--- src/rtl/serial_rx.sv ---
// Strobed serial receiver: start bit, DATA_W data bits LSB first, optional even parity, stop bit.
// Optional parity stage enabled by defining SERIAL_RX_PARITY_EN.
module serial_rx #(
    parameter int DATA_W = 8
) (
    input  logic              clk,
    input  logic              rst_n,
    input  logic              en,
    input  logic              d,
    input  logic              ready,
    output logic [DATA_W-1:0] data_out,
    output logic              valid,
    output logic              frame_err,
    output logic              overrun,
    output logic              parity_err
);

    localparam int CNT_W = (DATA_W > 1) ? $clog2(DATA_W) : 1;

    typedef enum logic [1:0] {
        IDLE   = 2'd0,
        DATA   = 2'd1,
`ifdef SERIAL_RX_PARITY_EN
        PARITY = 2'd3,
`endif
        STOP   = 2'd2
    } state_t;

    state_t            state_r;
    logic [CNT_W-1:0]  cnt_r;
    logic [DATA_W-1:0] shift_r;
    logic [DATA_W-1:0] data_r;
    logic              valid_r;
    logic              frame_err_r;
    logic              overrun_r;
    logic              par_ok_s;

`ifdef SERIAL_RX_PARITY_EN
    logic              par_bit_r;
    logic              parity_err_r;

    function automatic logic even_parity(input logic [DATA_W-1:0] v);
        return ^v;
    endfunction

    // Received parity bit must make the total count of ones even
    always_comb begin
        par_ok_s = 1'b1;
        if (even_parity(shift_r) != par_bit_r) begin
            par_ok_s = 1'b0;
        end else begin
            par_ok_s = 1'b1;
        end
    end

    assign parity_err = parity_err_r;
`else
    // Without a parity stage every frame passes the parity check
    always_comb begin
        par_ok_s = 1'b1;
    end

    assign parity_err = 1'b0;
`endif

    // Frame FSM, holding register with handshake, and single-cycle error pulses
    always_ff @(posedge clk or negedge rst_n) begin
        if (!rst_n) begin
            state_r     <= IDLE;
            cnt_r       <= {CNT_W{1'b0}};
            shift_r     <= {DATA_W{1'b0}};
            data_r      <= {DATA_W{1'b0}};
            valid_r     <= 1'b0;
            frame_err_r <= 1'b0;
            overrun_r   <= 1'b0;
`ifdef SERIAL_RX_PARITY_EN
            par_bit_r    <= 1'b0;
            parity_err_r <= 1'b0;
`endif
        end else begin
            frame_err_r <= 1'b0;
            overrun_r   <= 1'b0;
`ifdef SERIAL_RX_PARITY_EN
            parity_err_r <= 1'b0;
`endif
            if (valid_r && ready) begin
                valid_r <= 1'b0;
            end
            if (en) begin
                case (state_r)
                    IDLE: begin
                        if (!d) begin
                            state_r <= DATA;
                            cnt_r   <= {CNT_W{1'b0}};
                        end
                    end
                    DATA: begin
                        shift_r[cnt_r] <= d;
                        if (cnt_r == CNT_W'(DATA_W - 1)) begin
`ifdef SERIAL_RX_PARITY_EN
                            state_r <= PARITY;
`else
                            state_r <= STOP;
`endif
                        end else begin
                            cnt_r <= cnt_r + CNT_W'(1);
                        end
                    end
`ifdef SERIAL_RX_PARITY_EN
                    PARITY: begin
                        par_bit_r <= d;
                        state_r   <= STOP;
                    end
`endif
                    STOP: begin
                        state_r <= IDLE;
                        if (d && par_ok_s) begin
                            // A full, unconsumed holding register drops the new word
                            if (valid_r && !ready) begin
                                overrun_r <= 1'b1;
                            end else begin
                                data_r  <= shift_r;
                                valid_r <= 1'b1;
                            end
                        end else begin
                            frame_err_r <= ~d;
`ifdef SERIAL_RX_PARITY_EN
                            parity_err_r <= ~par_ok_s;
`endif
                        end
                    end
                    default: begin
                        state_r <= IDLE;
                    end
                endcase
            end
        end
    end

    assign data_out  = data_r;
    assign valid     = valid_r;
    assign frame_err = frame_err_r;
    assign overrun   = overrun_r;

endmodule

--- config.mk ---
export PLATFORM = sky130hd
export DESIGN_NAME = serial_rx
export DESIGN_NICKNAME = d
export VERILOG_FILES = /design/src/rtl/serial_rx.sv
export SDC_FILE = /design/constraint.sdc
export NUM_CORES = 1
export LEC_CHECK = 0
export ABC_AREA = 1
export ABC_CLOCK_PERIOD_IN_PS = 1600
export CAP_MARGIN = 5
export CORE_ASPECT_RATIO = 1.25
export CORE_MARGIN = 4
export CORE_UTILIZATION = 47
export DETAILED_ROUTE_END_ITERATION = 12
export PLACE_DENSITY = 0.7
export SLEW_MARGIN = 20
export SYNTH_ARGS = -nofsm -noshare
export SYNTH_HDL_FRONTEND = slang
export SYNTH_SLANG_ARGS = --single-unit
--- constraint.sdc ---
create_clock -name clk -period 1.6 [get_ports clk]
set_clock_uncertainty 0.05 [all_clocks]
set_input_delay 0.32 -clock clk [delete_from_list [all_inputs] [get_ports clk]]
set_output_delay 0.32 -clock clk [all_outputs]
set_load 0.01 [all_outputs]
==> results of run 1 <==
[area by class of cell]
class / count / area share
flip-flops and latches: 24 / 0.418
inverters: 13 / 0.0340
clock buffers: 3 / 0.0157
clock inverters: 1 / 0.0209
well taps: 31 / 0.0270
multi-input cells: 99 / 0.332
repair buffers: 21 / 0.152
[state kept, by name, indices dropped and copies added (netlist names)]
register,cells
data_out,8
cnt_r,3
valid,1
overrun,1
frame_err,1
shift_r,8
state_r,2
[routing by layer]
layer  GRT usage  part of all wire  vias to the layer above
li1            -                 -                      496
met2       0.281              0.53                       11
met4      0.0639             0.015                        0
met3      0.0236             0.033                        4
met1       0.183              0.42                      454
met5           0                 0                        -
[power breakdown]
group	internal (W)	total (W)	switching [W]
sequential	0.000726	0.000823	0.0000972
clock	0.000253	0.000430	0.000177
combinational	0.000208	0.000561	0.000352
[worst max-delay path by stage]
stage,from,end,slack (ps),cells after the start
2_1_floorplan,cnt_r[0],cnt_r[0],150,6
3_3_place_gp,ready,data_out[2],40,7
3_5_place_dp,en,shift_r[4],8,7
4_1_cts,data_out[1],data_out[1],5,1
5_1_grt,overrun,overrun,10,1
6_report,frame_err,frame_err,50,1
[cells in the final DEF (no fill, tap or decap)]
master / n
nand3_2: 1
o21ai_0: 1
clkbuf_4: 3
nor2_2: 2
dlygate4sd2_1: 3
nor2_1: 7
dlymetal6s2s_1: 6
buf_4: 5
nor3_1: 1
dfrtp_1: 24
nand3_1: 18
nand2_2: 1
bufinv_16: 1
nand2_1: 45
o21ai_1: 13
inv_1: 8
inv_2: 5
nand4_1: 3
a21oi_2: 2
clkdlybuf4s50_1: 6
nor2_4: 2
ha_1: 2
conb_1: 1
buf_12: 1
[kinds of logic after synthesis]
| family | after synthesis | share of synthesized area |
|---|---|---|
| AOI/OAI and AO/OA | 16 | 0.0761 |
| adders and majority gates | 2 | 0.0217 |
| buffers and inverters | 17 | 0.0641 |
| DFF | 24 | 0.522 |
| other | 1 | 0.00326 |
| and+or+nand+nor | 80 | 0.313 |
[metrics by stage]
stage | hold slack, ps | power, W | cell area [um2] | std cells | utilization
detailed placement | 416 | 0.00140 | 1370 | 188 | 0.608
global route | 303 | 0.00196 | 1440 | 192 | 0.636
global placement | 409 | 0.00137 | 1370 | 188 | 0.608
floorplan | -25.6 | 0.00123 | 1150 | 140 | -
finish | 304 | 0.00181 | 1440 | 192 | 0.636
CTS | 300 | 0.00183 | 1420 | 192 | 0.629
[timing repair]
action,4_1_cts,5_1_grt
gates resized for setup,3,6
hold buffers,0,0
setup endpoints to repair,3,6
buffers inserted,0,0
==> flow_metrics.tcl, run 1 <==
set metrics [dict create \
    status "complete, no violations" \
    yosys.area.top_type_share 0.522 \
    max_clock_freq_mhz 645 \
    ant_nets 0 \
    max_stage_delay_ps 530 \
    synth.cell_area_um2 1150 \
    numClockSinks 24 \
    yosysSeqAreaShare 0.522 \
    syn_to_final_growth_pct 24.8 \
    leakagePower_nw 0.863 \
    nets 169 \
    ir_worst_vdd_uv 886 \
    worst_slack_ps 50.6 \
    power_density_nw_per_um2 1260 \
    syn_inst 140 \
    ys_seq_elements 24 \
    synth.most_common_cell "nand2_1" \
    crit_type "reg -> out" \
    setup.worst_path.end_class "primary output" \
    synth_ff_type "dfrtp_1" \
    core_um2 2260 \
    grt_overflow 0 \
    antenna_found_initial 0 \
    crit_slowest_cell "clkdlybuf4s50_1" \
    path_cells "clkdlybuf4s50_1" \
    io_pins 17 \
    num_antenna_cells 0 \
    syn-num-nets 147 \
    numPortBuffers 15 \
    rrSetupSlack_ps 190 \
    synth_edf_count 0 \
    setup_viol 0 \
    die_w_um 52.3 \
    via_per_inst 5.03 \
    row_count 19 \
    tns_ps 0 \
    worstReg2RegEnd "cnt_r[0]" \
    grt_pass1_vias 970 \
    cts_buffer_depth 2 \
    nFillCells 205 \
    cts_root_buffer "clkbuf_4" \
    grt_usage 0.158 \
    place_hpwl_mm 1.72 \
    dieHeight_um 63.3 \
    synth_commonest_cells "nand2_1, dfrtp_1, nand3_1" \
    regArea_um2 601 \
    rr_worst_depth 6 \
    worstPathMaxFanout 1 \
    h-tree-depth 1 \
    required_ps 1230 \
    post-place-ws_ps 7.63 \
    final_layout_size_suffix_gt1_frac 0.143 \
    dr_total_vias 965 \
    grt_first_pass_wirelength_mm 4.04 \
    arrival_ps 1180 \
    wl_mm 2.29 \
    period_needed_ps 1550 \
    wl_per_cell_um 11.9 \
    critPathBufInv 1 \
    clk_latency_ps 310 \
    synth_cell_types 19 \
    hold_violations 0 \
    yosys_warnings 0 \
    firstDrtPassIters 4 \
    drv_slew 0 \
    avgSynthCellArea_um2 8.22 \
    cap_violations 0 \
    start_util 0.510 \
    cts.clk_slew.worst_paths_ps 120 \
    worstReg2RegStart "cnt_r[0]" \
    synth.area.top_cells "dfrtp_1, nand2_1, nand3_1" \
    die-area_um2 3310 \
    crit_family "buffers and inverters" \
    synth_top_area_cell "dfrtp_1" \
    multiInputGateArea_um2 477 \
    cts_tree "yes" \
    drc 0 \
    rsz0062_at_grt "no" \
    routabilityCongestion 0.851 \
    worstHoldPathType "in -> async" \
    min_period_over_period 0.968 \
    drtIter0Drc 19 \
    grt_max_degree 25 \
    cts_buffers 3 \
    async_flop_share 1.00 \
    startpoint_type "flop" \
]
No activity file was read; power rests on OpenSTA's default activity.
==> run 2, diff against run 1 <==
--- a/config.mk
+++ b/config.mk
@@ -12,6 +12,7 @@
 export CORE_MARGIN = 4
 export CORE_UTILIZATION = 47
 export DETAILED_ROUTE_END_ITERATION = 12
+export GPL_TIMING_DRIVEN = 0
 export PLACE_DENSITY = 0.7
 export SLEW_MARGIN = 20
 export SYNTH_ARGS = -nofsm -noshare
==> run 2 against run 1 <==
Effect of this change:
- clock power decreased by 26%
- count of clock-buffer cells in the layout increased by 1
- sequential share of layout area grew 0.38 points
- critical path type unchanged
- non-clock buffer count grew 1
- total power decreased by 4.3%
- register-to-register slack got worse by 40 ps
- cell count up 0.52%
- highest routed layer unchanged
- largest cell class unchanged
- hold slack worse by 15 ps
==> flow_metrics.tcl, run 2 (synthesis gave the netlist of run 1 again) <==
set metrics [dict create \
    max_stage_delay_ps 530 \
    cts_root_buffer "clkbuf_4" \
    dp_cells 185 \
    grt_max_degree 25 \
    setup.worst_path.end_class "primary output" \
    numPortBuffers 14 \
    finish.utilization 0.632 \
    fin_cells 193 \
    period_needed_ps 1560 \
    grt_overflow 0 \
    dr_total_vias 993 \
    io_pins 17 \
    rrSetupSlack_ps 150 \
    slew_headroom 0.644 \
    drc 0 \
    p_total_w 0.00174 \
    cap_violations 0 \
    num_antenna_cells 0 \
    crit_type "reg -> out" \
    nets 170 \
    worstHoldPathType "in -> reg" \
    worstPathMaxFanout 1 \
    crit_slowest_cell "clkdlybuf4s50_1" \
    min_period_over_period 0.977 \
    ir_worst_vdd_uv 701 \
    cts_buffers 3 \
    drv_slew 0 \
    wl_per_cell_um 11.6 \
    post-place-ws_ps -67.1 \
    worst_slew_pin_slew_ps 534 \
    clk_latency_ps 320 \
    row_count 19 \
    dieHeight_um 63.3 \
    holdPathStages 3 \
    worst_slack_ps 36.1 \
    crit_cells 1 \
    syn_to_final_growth_pct 23.9 \
    max_clock_freq_mhz 639 \
    ant_nets 0 \
    power_density_nw_per_um2 1220 \
    cts_tree "yes" \
    setup_viol 0 \
    drtIter0Drc 12 \
    grt_first_pass_wirelength_mm 3.85 \
    wl_mm 2.24 \
    grt_usage 0.152 \
    place_hpwl_mm 1.63 \
    path_cells "clkdlybuf4s50_1" \
    numClockSinks 24 \
    required_ps 1230 \
    cts.clk_slew.worst_paths_ps 130 \
    core_um2 2260 \
    via_per_inst 5.15 \
    final_layout_size_suffix_gt1_frac 0.167 \
    routabilityCongestion 0.815 \
    final_cell_mix "nand2_1, dfrtp_1, nand3_1" \
    startpoint_type "flop" \
    arrival_ps 1190 \
    antenna_found_initial 0 \
    status "complete, no violations" \
    critPathBufInv 1 \
    rsz0062_at_grt "no" \
    nFillCells 207 \
    crit_family "buffers and inverters" \
    leakagePower_nw 0.888 \
    start_util 0.510 \
    hold_violations 0 \
    grt_pass1_vias 931 \
    die-area_um2 3310 \
    h-tree-depth 1 \
    cts_buffer_depth 2 \
    die_w_um 52.3 \
    final_common_cell "nand2_1" \
    firstDrtPassIters 4 \
    rr_worst_depth 6 \
]
==> run 2: metrics by stage <==
step / setup TNS (ps) / area (um2) / hold slack [ps]
2_1_floorplan: 0 / 1150 / -25.6
4_1_cts: 0 / 1370 / 278
3_5_place_dp: -1600 / 1330 / 412
5_1_grt: 0 / 1430 / 302
3_3_place_gp: -985 / 1330 / 406
6_report: 0 / 1430 / 289
==> run 2: routing by layer <==
| metal | share of wire | track usage | up-vias |
|---|---|---|---|
| li1 | - | - | 494 |
| met1 | 0.41 | 0.170 | 474 |
| met2 | 0.54 | 0.269 | 22 |
| met3 | 0.040 | 0.0212 | 3 |
| met4 | 0.013 | 0.0799 | 0 |
| met5 | 0 | 0 | - |
==> run 2: area by class of cell <==
class,instances,area [um2],area share
buffer,4,25.0,0.0175
clock buffer,4,36.3,0.0254
inverter,13,48.8,0.0342
multi-input combinational,99,489,0.343
sequential,24,602,0.422
tap,31,38.8,0.0272
timing repair buffer,18,186,0.131
==> run 2: repair_timing <==
| item | CTS | global route |
|---|---|---|
| hold buffers | 0 | 1 |
| pin swaps | 0 | 1 |
| hold endpoints to repair | 0 | 24 |
| endpoints found under the setup margin | 2 | 11 |
| buffers inserted | 0 | 3 |
| resized for setup | 2 | 10 |
==> run 2: worst paths after layout <==
path | from | end
worst max register to register | cnt_r[0] | cnt_r[1]
worst min register to register | shift_r[3] | shift_r[3]
max in group asynchronous | rst_n | cnt_r[0]
worst max-delay path | frame_err | frame_err
min in group asynchronous | rst_n | data_out[0]
worst min-delay path | en | overrun
==> run 2: where the power goes <==
| part | internal (W) | switching [W] | total (W) |
|---|---|---|---|
| registers | 0.000728 | 0.000117 | 0.000845 |
| clock network | 0.000139 | 0.000178 | 0.000318 |
| logic | 0.000216 | 0.000357 | 0.000573 |
==> run 3, diff against run 2 <==
--- a/config.mk
+++ b/config.mk
@@ -7,10 +7,11 @@
 export LEC_CHECK = 0
 export ABC_AREA = 1
 export ABC_CLOCK_PERIOD_IN_PS = 1600
-export CAP_MARGIN = 5
+export CAP_MARGIN = 20
 export CORE_ASPECT_RATIO = 1.25
 export CORE_MARGIN = 4
 export CORE_UTILIZATION = 47
+export CTS_CLUSTER_SIZE = 8
 export DETAILED_ROUTE_END_ITERATION = 12
 export GPL_TIMING_DRIVEN = 0
 export PLACE_DENSITY = 0.7
==> results of run 3 <==
The final DEF is identical to that of run 2; final timing and power are the same.
